### src/rtl/mcpu_fetch_unit.sv
// Instruction fetch stage: owns the PC, fetches through the RAM instruction port and buffers {word, pc} pairs.
// Latency: a word fetched in cycle N is presented to the decoder in cycle N+1; sustained 1 word/cycle.
// Backpressure: instr_ready=0 holds the head; a full FIFO without a pop stalls fetch and freezes the PC.
module mcpu_fetch_unit #(
  parameter int WORD_SIZE  = 8,
  parameter int ADDR_WIDTH = 8,
  parameter int FIFO_DEPTH = 4
) (
  input  logic                          clk,
  input  logic                          reset,
  output logic [ADDR_WIDTH-1:0]         instraddr,
  input  logic [WORD_SIZE-1:0]          instrrd,
  input  logic                          redirect,
  input  logic [ADDR_WIDTH-1:0]         redirect_addr,
  input  logic                          halt,
  output logic                          instr_valid,
  output logic [WORD_SIZE-1:0]          instr,
  output logic [ADDR_WIDTH-1:0]         instr_pc,
  input  logic                          instr_ready,
  output logic [$clog2(FIFO_DEPTH):0]   fifo_count
);

  localparam int PTR_W = $clog2(FIFO_DEPTH);
  localparam int CNT_W = PTR_W + 1;
  localparam logic [CNT_W-1:0] FULL_CNT = CNT_W'(FIFO_DEPTH);

  // Architectural state: PC, FIFO pointers and occupancy.
  logic [ADDR_WIDTH-1:0] fetch_pc, fetch_pc_nxt;
  logic [PTR_W-1:0]      rd_ptr, rd_ptr_nxt;
  logic [PTR_W-1:0]      wr_ptr, wr_ptr_nxt;
  logic [CNT_W-1:0]      count, count_nxt;

  // Prefetch storage; word and its fetch address live side by side.
  logic [WORD_SIZE-1:0]  word_mem [FIFO_DEPTH];
  logic [ADDR_WIDTH-1:0] pc_mem   [FIFO_DEPTH];

  logic full;
  logic pop;
  logic push;

  // The RAM address comes straight from a register, so there is no input-to-instraddr path.
  assign instraddr   = fetch_pc;
  assign fifo_count  = count;
  assign instr_valid = (count != '0);
  assign instr       = word_mem[rd_ptr];
  assign instr_pc    = pc_mem[rd_ptr];

  assign full = (count == FULL_CNT);
  assign pop  = instr_valid & instr_ready;
  // A full FIFO can still accept a word when the head leaves in the same cycle.
  assign push = ~redirect & ~halt & (~full | pop);

  // Next-state for PC, pointers and count; redirect flushes everything and wins over push/pop.
  always_comb begin
    fetch_pc_nxt = fetch_pc;
    rd_ptr_nxt   = rd_ptr;
    wr_ptr_nxt   = wr_ptr;
    count_nxt    = count;
    if (redirect) begin
      // A pop this cycle still completes for the decoder; the flush discards whatever remains.
      fetch_pc_nxt = redirect_addr;
      rd_ptr_nxt   = '0;
      wr_ptr_nxt   = '0;
      count_nxt    = '0;
    end else begin
      if (push) begin
        fetch_pc_nxt = fetch_pc + 1'b1;
        wr_ptr_nxt   = wr_ptr + 1'b1;
      end
      if (pop) begin
        rd_ptr_nxt = rd_ptr + 1'b1;
      end
      if (push && !pop) begin
        count_nxt = count + 1'b1;
      end else if (pop && !push) begin
        count_nxt = count - 1'b1;
      end
    end
  end

  // State register; reset dominates redirect and every other input.
  always_ff @(posedge clk) begin
    if (reset) begin
      fetch_pc <= '0;
      rd_ptr   <= '0;
      wr_ptr   <= '0;
      count    <= '0;
    end else begin
      fetch_pc <= fetch_pc_nxt;
      rd_ptr   <= rd_ptr_nxt;
      wr_ptr   <= wr_ptr_nxt;
      count    <= count_nxt;
    end
  end

  // Tail write of the fetched word with the address it came from; cleared on reset so the idle head reads zero.
  always_ff @(posedge clk) begin
    if (reset) begin
      for (int i = 0; i < FIFO_DEPTH; i++) begin
        word_mem[i] <= '0;
        pc_mem[i]   <= '0;
      end
    end else if (push) begin
      word_mem[wr_ptr] <= instrrd;
      pc_mem[wr_ptr]   <= fetch_pc;
    end
  end

endmodule

### config.mk
export PLATFORM = sky130hd
export DESIGN_NAME = mcpu_fetch_unit
export DESIGN_NICKNAME = d
export VERILOG_FILES = /design/src/rtl/mcpu_fetch_unit.sv
export SDC_FILE = /design/constraint.sdc
export NUM_CORES = 1
export LEC_CHECK = 0
export CORE_MARGIN = 3
export CORE_UTILIZATION = 50
export DETAILED_ROUTE_END_ITERATION = 8
export PLACE_DENSITY = 0.74
export SLEW_MARGIN = 20
export SYNTH_ARGS = -nofsm -noshare
export SYNTH_HDL_FRONTEND = slang
export SYNTH_SLANG_ARGS = --single-unit
### constraint.sdc
create_clock -name clk -period 3.1 [get_ports clk]
set_input_delay 0.775 -clock clk [delete_from_list [all_inputs] [get_ports clk]]
set_output_delay 0.775 -clock clk [all_outputs]
set_load 0.03 [all_outputs]
==> flow_summary_export.csv, run 1 <==
group,metric,value,unit
placement,place_ws,0.08845,ns
run,cap_violations,0,
critical_path,arrival,2.13,ns
detailed_routing,drt_iter0_drc,107,
clocking,tritoncts,"built",
detailed_routing,wire_per_inst,17.06,µm
finish,postLayoutCellArea,4563,µm²
timing,skew,0.01133,ns
critical_path,crit_family,"buffers and inverters",
global_routing,grt-ovfl-total,0,
detailed_routing,dr.pass1.iters,4,
power,power_leakage,0.001603,µW
critical_path,max_stage_delay,0.61,ns
detailed_routing,vias,2468,
global_routing,grt_max_degree,25,
timing,relSlewSlack,0.4368,
finish,layout_common_cells,"edfxtp_1, nor2_1, clkdlybuf4s50_1",
yosys,ys_seq_area_frac,0.6148,
timing,rsz0062_at_grt,"false",
detailed_routing,drc_errors,0,
placement,numPortBuffers,48,
clocking,post_cts_buffers,0,
power,power_density,553.3,nW/µm²
finish,seq_area,2262,µm²
timing,worst_pin_slew,0.8448,ns
yosys,synth-async-reset-ratio,0,
critical_path,cp-end-kind,"output pin",
finish,fin_nets,365,
critical_path,cp_max_fo,16,
clocking,clk_latency,0.35,ns
clocking,cts_root_buf,"clkbuf_8",
floorplanning,core,6982,µm²
yosys,synthFlopType,"edfxtp_1",
timing,timing.fmax,343.9,MHz
yosys,ys_types,36,
yosys,synth_edf_count,64,
timing,setup_viol,0,
global_routing,grt_pass1_wl,12520,µm
yosys,ys.warnings.count,0,
clocking,cts_resized,0,
status,status,"complete, no violations",
floorplanning,die_w,91.79,µm
critical_path,crit_chain,"buf_4 -> mux4_2 -> clkdlybuf4s50_1",
global_routing,antenna_found_initial,0,
detailed_routing,drt_wl_total,7542,µm
yosys,avgSynthCellArea,13.05,µm²
clocking,cts_num_sinks,81,
critical_path,crit_slowest_cell,"clkdlybuf4s50_1",
finish,diodes,0,
floorplanning,chipHeight,91.79,µm
global_routing,grt_usage,0.1930,
timing,finalCriticalPeriod,2.908,ns
placement,dpl_cell_area,4314,µm²
floorplanning,pin_count,49,
timing,setup_slack,0.1921,ns
finish,fill_cells,546,
global_routing,grt_pass1_vias,2559,
clocking,cts_made_buffers,9,
clocking,clk_pin_slew,0.08,ns
critical_path,critPathBufInv,2,
placement,place_hpwl,5079,µm
placement,place_congestion,0.7753,
critical_path,cp.required,2.32,ns
floorplanning,row_count,30,
clocking,htreeDepth,3,
timing,setup_tns,0,ns
timing,period_share,0.9380,
placement,place_inst,426,
timing,finalHoldViolCount,0,
power,vdd_drop_max,318.3,µV
yosys,ys_ff_latch,81,
yosys,synth_cells,282,
floorplanning,design.die.area,8424,µm²
finish,multi_input_area,1256,µm²
clocking,cts_hold_buffers,0,
floorplanning,initial_core_util,0.5271,
yosys,synth.cell_area,3680,µm²
detailed_routing,vias_per_cell,5.584,
detailed_routing,antenna_left,0,
finish,final_cells,442,
yosys,synth_nets,306,
min_path,hp-class,"reg -> reg",
finish,syn2layout_area_growth,24.01,%
clocking,clk_path_buf_depth,2,
finish,final_common_cell,"edfxtp_1",
critical_path,worstSetupPathType,"reg -> out",
finish,drive_above_1_share,0.1618,
timing,final-max-slew-violation-count,0,
critical_path,start_kind,"flop",
-- cells by family after synthesis --
family	after synthesis	synth area share
AOI/OAI and AO/OA	25	0.05100
xor gates and xnor gates	4	0.009520
adders and majority gates	3	0.01224
buffers and inverters	33	0.04386
DFF	81	0.6148
muxes	17	0.1006
and+or+nand+nor	119	0.1680
-- per-layer routing --
layer / global-route usage / vias up / part of all wire
met5: 0 / - / 0
met4: 0.06064 / 0 / 0.015
met3: 0.04512 / 11 / 0.051
met2: 0.3268 / 74 / 0.51
met1: 0.2468 / 1206 / 0.42
li1: - / 1177 / -
-- per-stage QoR --
step                      power [µW]    util  hold WS (ns)
final                           2525  0.6536        0.5370
after global routing            2598  0.6536        0.5741
after CTS                       2535  0.6536        0.5322
after detailed placement        1601  0.6179        0.5206
after global placement          1593  0.6179        0.5138
after floorplan                 1464       -        0.4847
-- cells in the mapped netlist, types with 2 or more instances --
master / n / area [µm²]
nand2b_1: 13 / 81.33
dfxtp_1: 17 / 340.3
a311oi_1: 7 / 61.31
o31ai_1: 7 / 52.55
or3_1: 2 / 12.51
nand4_1: 2 / 12.51
a21oi_1: 3 / 15.01
buf_2: 6 / 30.03
inv_1: 12 / 45.04
and3_1: 8 / 50.05
xor2_1: 4 / 35.03
edfxtp_1: 64 / 1922
clkbuf_1: 9 / 33.78
nor3_1: 16 / 80.08
nor2_1: 56 / 210.2
nand3_1: 6 / 30.03
ha_1: 2 / 25.02
nor4_1: 2 / 12.51
o21ai_0: 4 / 20.02
or4_1: 8 / 60.06
buf_6: 4 / 45.04
mux4_2: 16 / 360.4
-- tightest hold or removal path: stages (launching register included) --
cell and delay [ns]:
dfxtp_1 0.36, o31ai_1 0.08, a21oi_1 0.06
-- area by class of cell --
class | count | area share
clock buffer | 9 | 0.02715
clock inverter | 7 | 0.02742
inverter | 14 | 0.01152
multi-input combinational | 168 | 0.2753
sequential | 81 | 0.4957
tap | 96 | 0.02632
timing repair buffer | 67 | 0.1366
-- state kept, by name, summed over array words and instances, names as in the netlist, named ones only --
signal and flops:
rd_ptr 2, wr_ptr 2, word_mem 32, fifo_count 3, pc_mem 32, instraddr 8
-- power breakdown --
| group | switching [µW] | internal, µW | leakage, µW |
|---|---|---|---|
| combinational | 180 | 141 | 0.000673 |
| sequential | 32.2 | 1220 | 0.000806 |
| clock | 406 | 544 | 0.000124 |
-- final timing paths --
kind	start	end	slack [ns]	depth (start not counted)
min reg2reg	wr_ptr[1]$_SDFFE_PP0P_	wr_ptr[1]$_SDFFE_PP0P_	0.54	2
min	wr_ptr[1]$_SDFFE_PP0P_	wr_ptr[1]$_SDFFE_PP0P_	0.54	2
max	flop	instr_pc[7]	0.19	3
max reg2reg	fifo_count[0]$_SDFFE_PP0P_	fifo_count[2]$_SDFFE_PP0P_	0.87	9
No activity file was read; power rests on OpenSTA's default activity.
==> run 2, diff against run 1 <==
--- a/config.mk
+++ b/config.mk
@@ -5,6 +5,7 @@
 export SDC_FILE = /design/constraint.sdc
 export NUM_CORES = 1
 export LEC_CHECK = 0
+export CORE_ASPECT_RATIO = 1.75
 export CORE_MARGIN = 3
 export CORE_UTILIZATION = 50
 export DETAILED_ROUTE_END_ITERATION = 8
==> run 2 against run 1 <==
  * Total power fell by 1.5%
  * Routed wire length rose by 1.9%
  * Design area rose by 0.14%
  * Register-to-register slack barely moved
  * Sequential share of layout area fell by 0.068 points
  * Flip-flop and latch count did not move
==> flow_summary_export.csv, run 2 (synthesized netlist as in run 1, its figures left out) <==
group,metric,value,unit
status,status,"complete, no violations",
floorplanning,design.die.area,8466,µm²
detailed_routing,drt_iter0_drc,235,
power,power,2488,µW
power,power_density,544.5,nW/µm²
finish,fin_nets,367,
detailed_routing,vias_per_cell,5.699,
timing,timing.fmax,343.8,MHz
critical_path,max_stage_delay,0.61,ns
critical_path,cp-end-kind,"output pin",
global_routing,grt_pass1_vias,2539,
finish,fill_cells,556,
clocking,post_cts_buffers,0,
power,vdd_drop_max,252.0,µV
critical_path,arrival,2.13,ns
run,cap_violations,0,
global_routing,grt_pass1_wl,12770,µm
power,switchingPower,588.0,µW
timing,setup_tns,0,ns
finish,drive_above_1_share,0.1552,
timing,relSlewSlack,0.6220,
timing,rsz0062_at_grt,"false",
clocking,clk_latency,0.33,ns
global_routing,grt_max_degree,25,
clocking,cts_hold_buffers,0,
critical_path,cp_max_fo,16,
finish,layout_common_cells,"edfxtp_1, nor2_1, clkdlybuf4s50_1",
power,internal-power,1900,µW
timing,worst_pin_slew,0.5648,ns
power,seq_power_share,0.506,
global_routing,antenna_found_initial,0,
power,switching_share,0.2363,
placement,place_congestion,0.7883,
power,p_comb_frac,0.130,
min_path,hp-class,"reg -> reg",
timing,skew,0.005400,ns
critical_path,crit_chain,"buf_4 -> mux4_2 -> clkdlybuf4s50_1",
finish,syn2layout_area_growth,24.18,%
floorplanning,core,7007,µm²
finish,diodes,0,
clocking,htreeDepth,3,
power,power_leakage,0.001616,µW
placement,place_hpwl,5321,µm
placement,numPortBuffers,48,
timing,period_share,0.9383,
detailed_routing,wire_per_inst,17.78,µm
floorplanning,row_count,40,
critical_path,start_kind,"flop",
clocking,cts_resized,0,
detailed_routing,drt_wl_total,7683,µm
timing,final-max-slew-violation-count,0,
clocking,tritoncts,"built",
clocking,cts_root_buf,"clkbuf_16",
timing,finalCriticalPeriod,2.909,ns
timing,setup_viol,0,
detailed_routing,antenna_left,0,
power,power_frac_clock,0.365,
critical_path,cp.required,2.32,ns
critical_path,worstSetupPathType,"reg -> out",
timing,whs,0.5399,ns
clocking,cts_made_buffers,9,
detailed_routing,vias,2462,
critical_path,crit_slowest_cell,"clkdlybuf4s50_1",
detailed_routing,drc_errors,0,
clocking,clk_pin_slew,0.05,ns
detailed_routing,dr.pass1.iters,4,
clocking,clk_path_buf_depth,2,
global_routing,grt_usage,0.1963,
finish,final_common_cell,"edfxtp_1",
global_routing,grt-ovfl-total,0,
timing,finalHoldViolCount,0,
floorplanning,die_w,70.85,µm
floorplanning,initial_core_util,0.5252,
clocking,cts_num_sinks,81,
floorplanning,pin_count,49,
floorplanning,chipHeight,119.5,µm
## run 2: cell count changes in the layout (fill, tap and decap cells not counted), moves of 3 or more
cell / previous run / this run
bufinv_16: 3 / 0
clkbuf_16: 0 / 9
clkbuf_8: 9 / 0
clkinv_2: 0 / 3
## run 2: path summary, 6_finish.rpt
check / startpoint / end / slack [ns] / depth (start not counted)
max: flop / instr_pc[7] / 0.19 / 3
max reg2reg: fifo_count[0]$_SDFFE_PP0P_ / fifo_count[2]$_SDFFE_PP0P_ / 0.88 / 9
min: rd_ptr[0]$_SDFFE_PP0N_ / flop / 0.54 / 2
min reg2reg: rd_ptr[0]$_SDFFE_PP0N_ / flop / 0.54 / 2
## run 2: area by class of cell
cell class                 count  area [µm²]  share of cell area
tap                           84       105.1             0.02300
inverter                      14       52.55             0.01150
sequential                    81        2262              0.4951
timing repair buffer          69       638.1              0.1396
clock buffer                  11       232.7             0.05093
clock inverter                 5       22.52            0.004929
multi-input combinational    168        1256              0.2749
## run 2: stage by stage
step / instances / cell area [µm²] / setup WS, ns / utilization
4_1_cts: 432 / 4569 / 0.1574 / 0.6521
5_1_grt: 432 / 4569 / 0.08943 / 0.6521
6_report: 432 / 4569 / 0.1911 / 0.6521
2_1_floorplan: 282 / 3680 / 0.5565 / -
3_3_place_gp: 416 / 4314 / 0.1603 / 0.6157
3_5_place_dp: 416 / 4314 / 0.08022 / 0.6157
## run 2: power groups by stage
stage               logic, µW  registers, µW  clock network [µW]
finish                    322           1260                 908
global route              346           1260                 960
CTS                       326           1260                 921
detailed placement        324           1280                   0
global placement          320           1280                   0
floorplan                 175           1290                   0
## run 2: worst max-delay path: cells and delay by family (launching register included)
kind	cells	cell delay (ns)
buf+inv	2	0.93
mux	1	0.57
flops	1	0.30
## run 2: layer usage
layer  vias to the layer above  routed length, µm  track usage
met3                        14                316      0.03547
met2                        66               4216       0.3401
li1                       1189                  -            -
met5                         -                  0            0
met4                         0                197      0.09059
met1                      1193               2952       0.2321
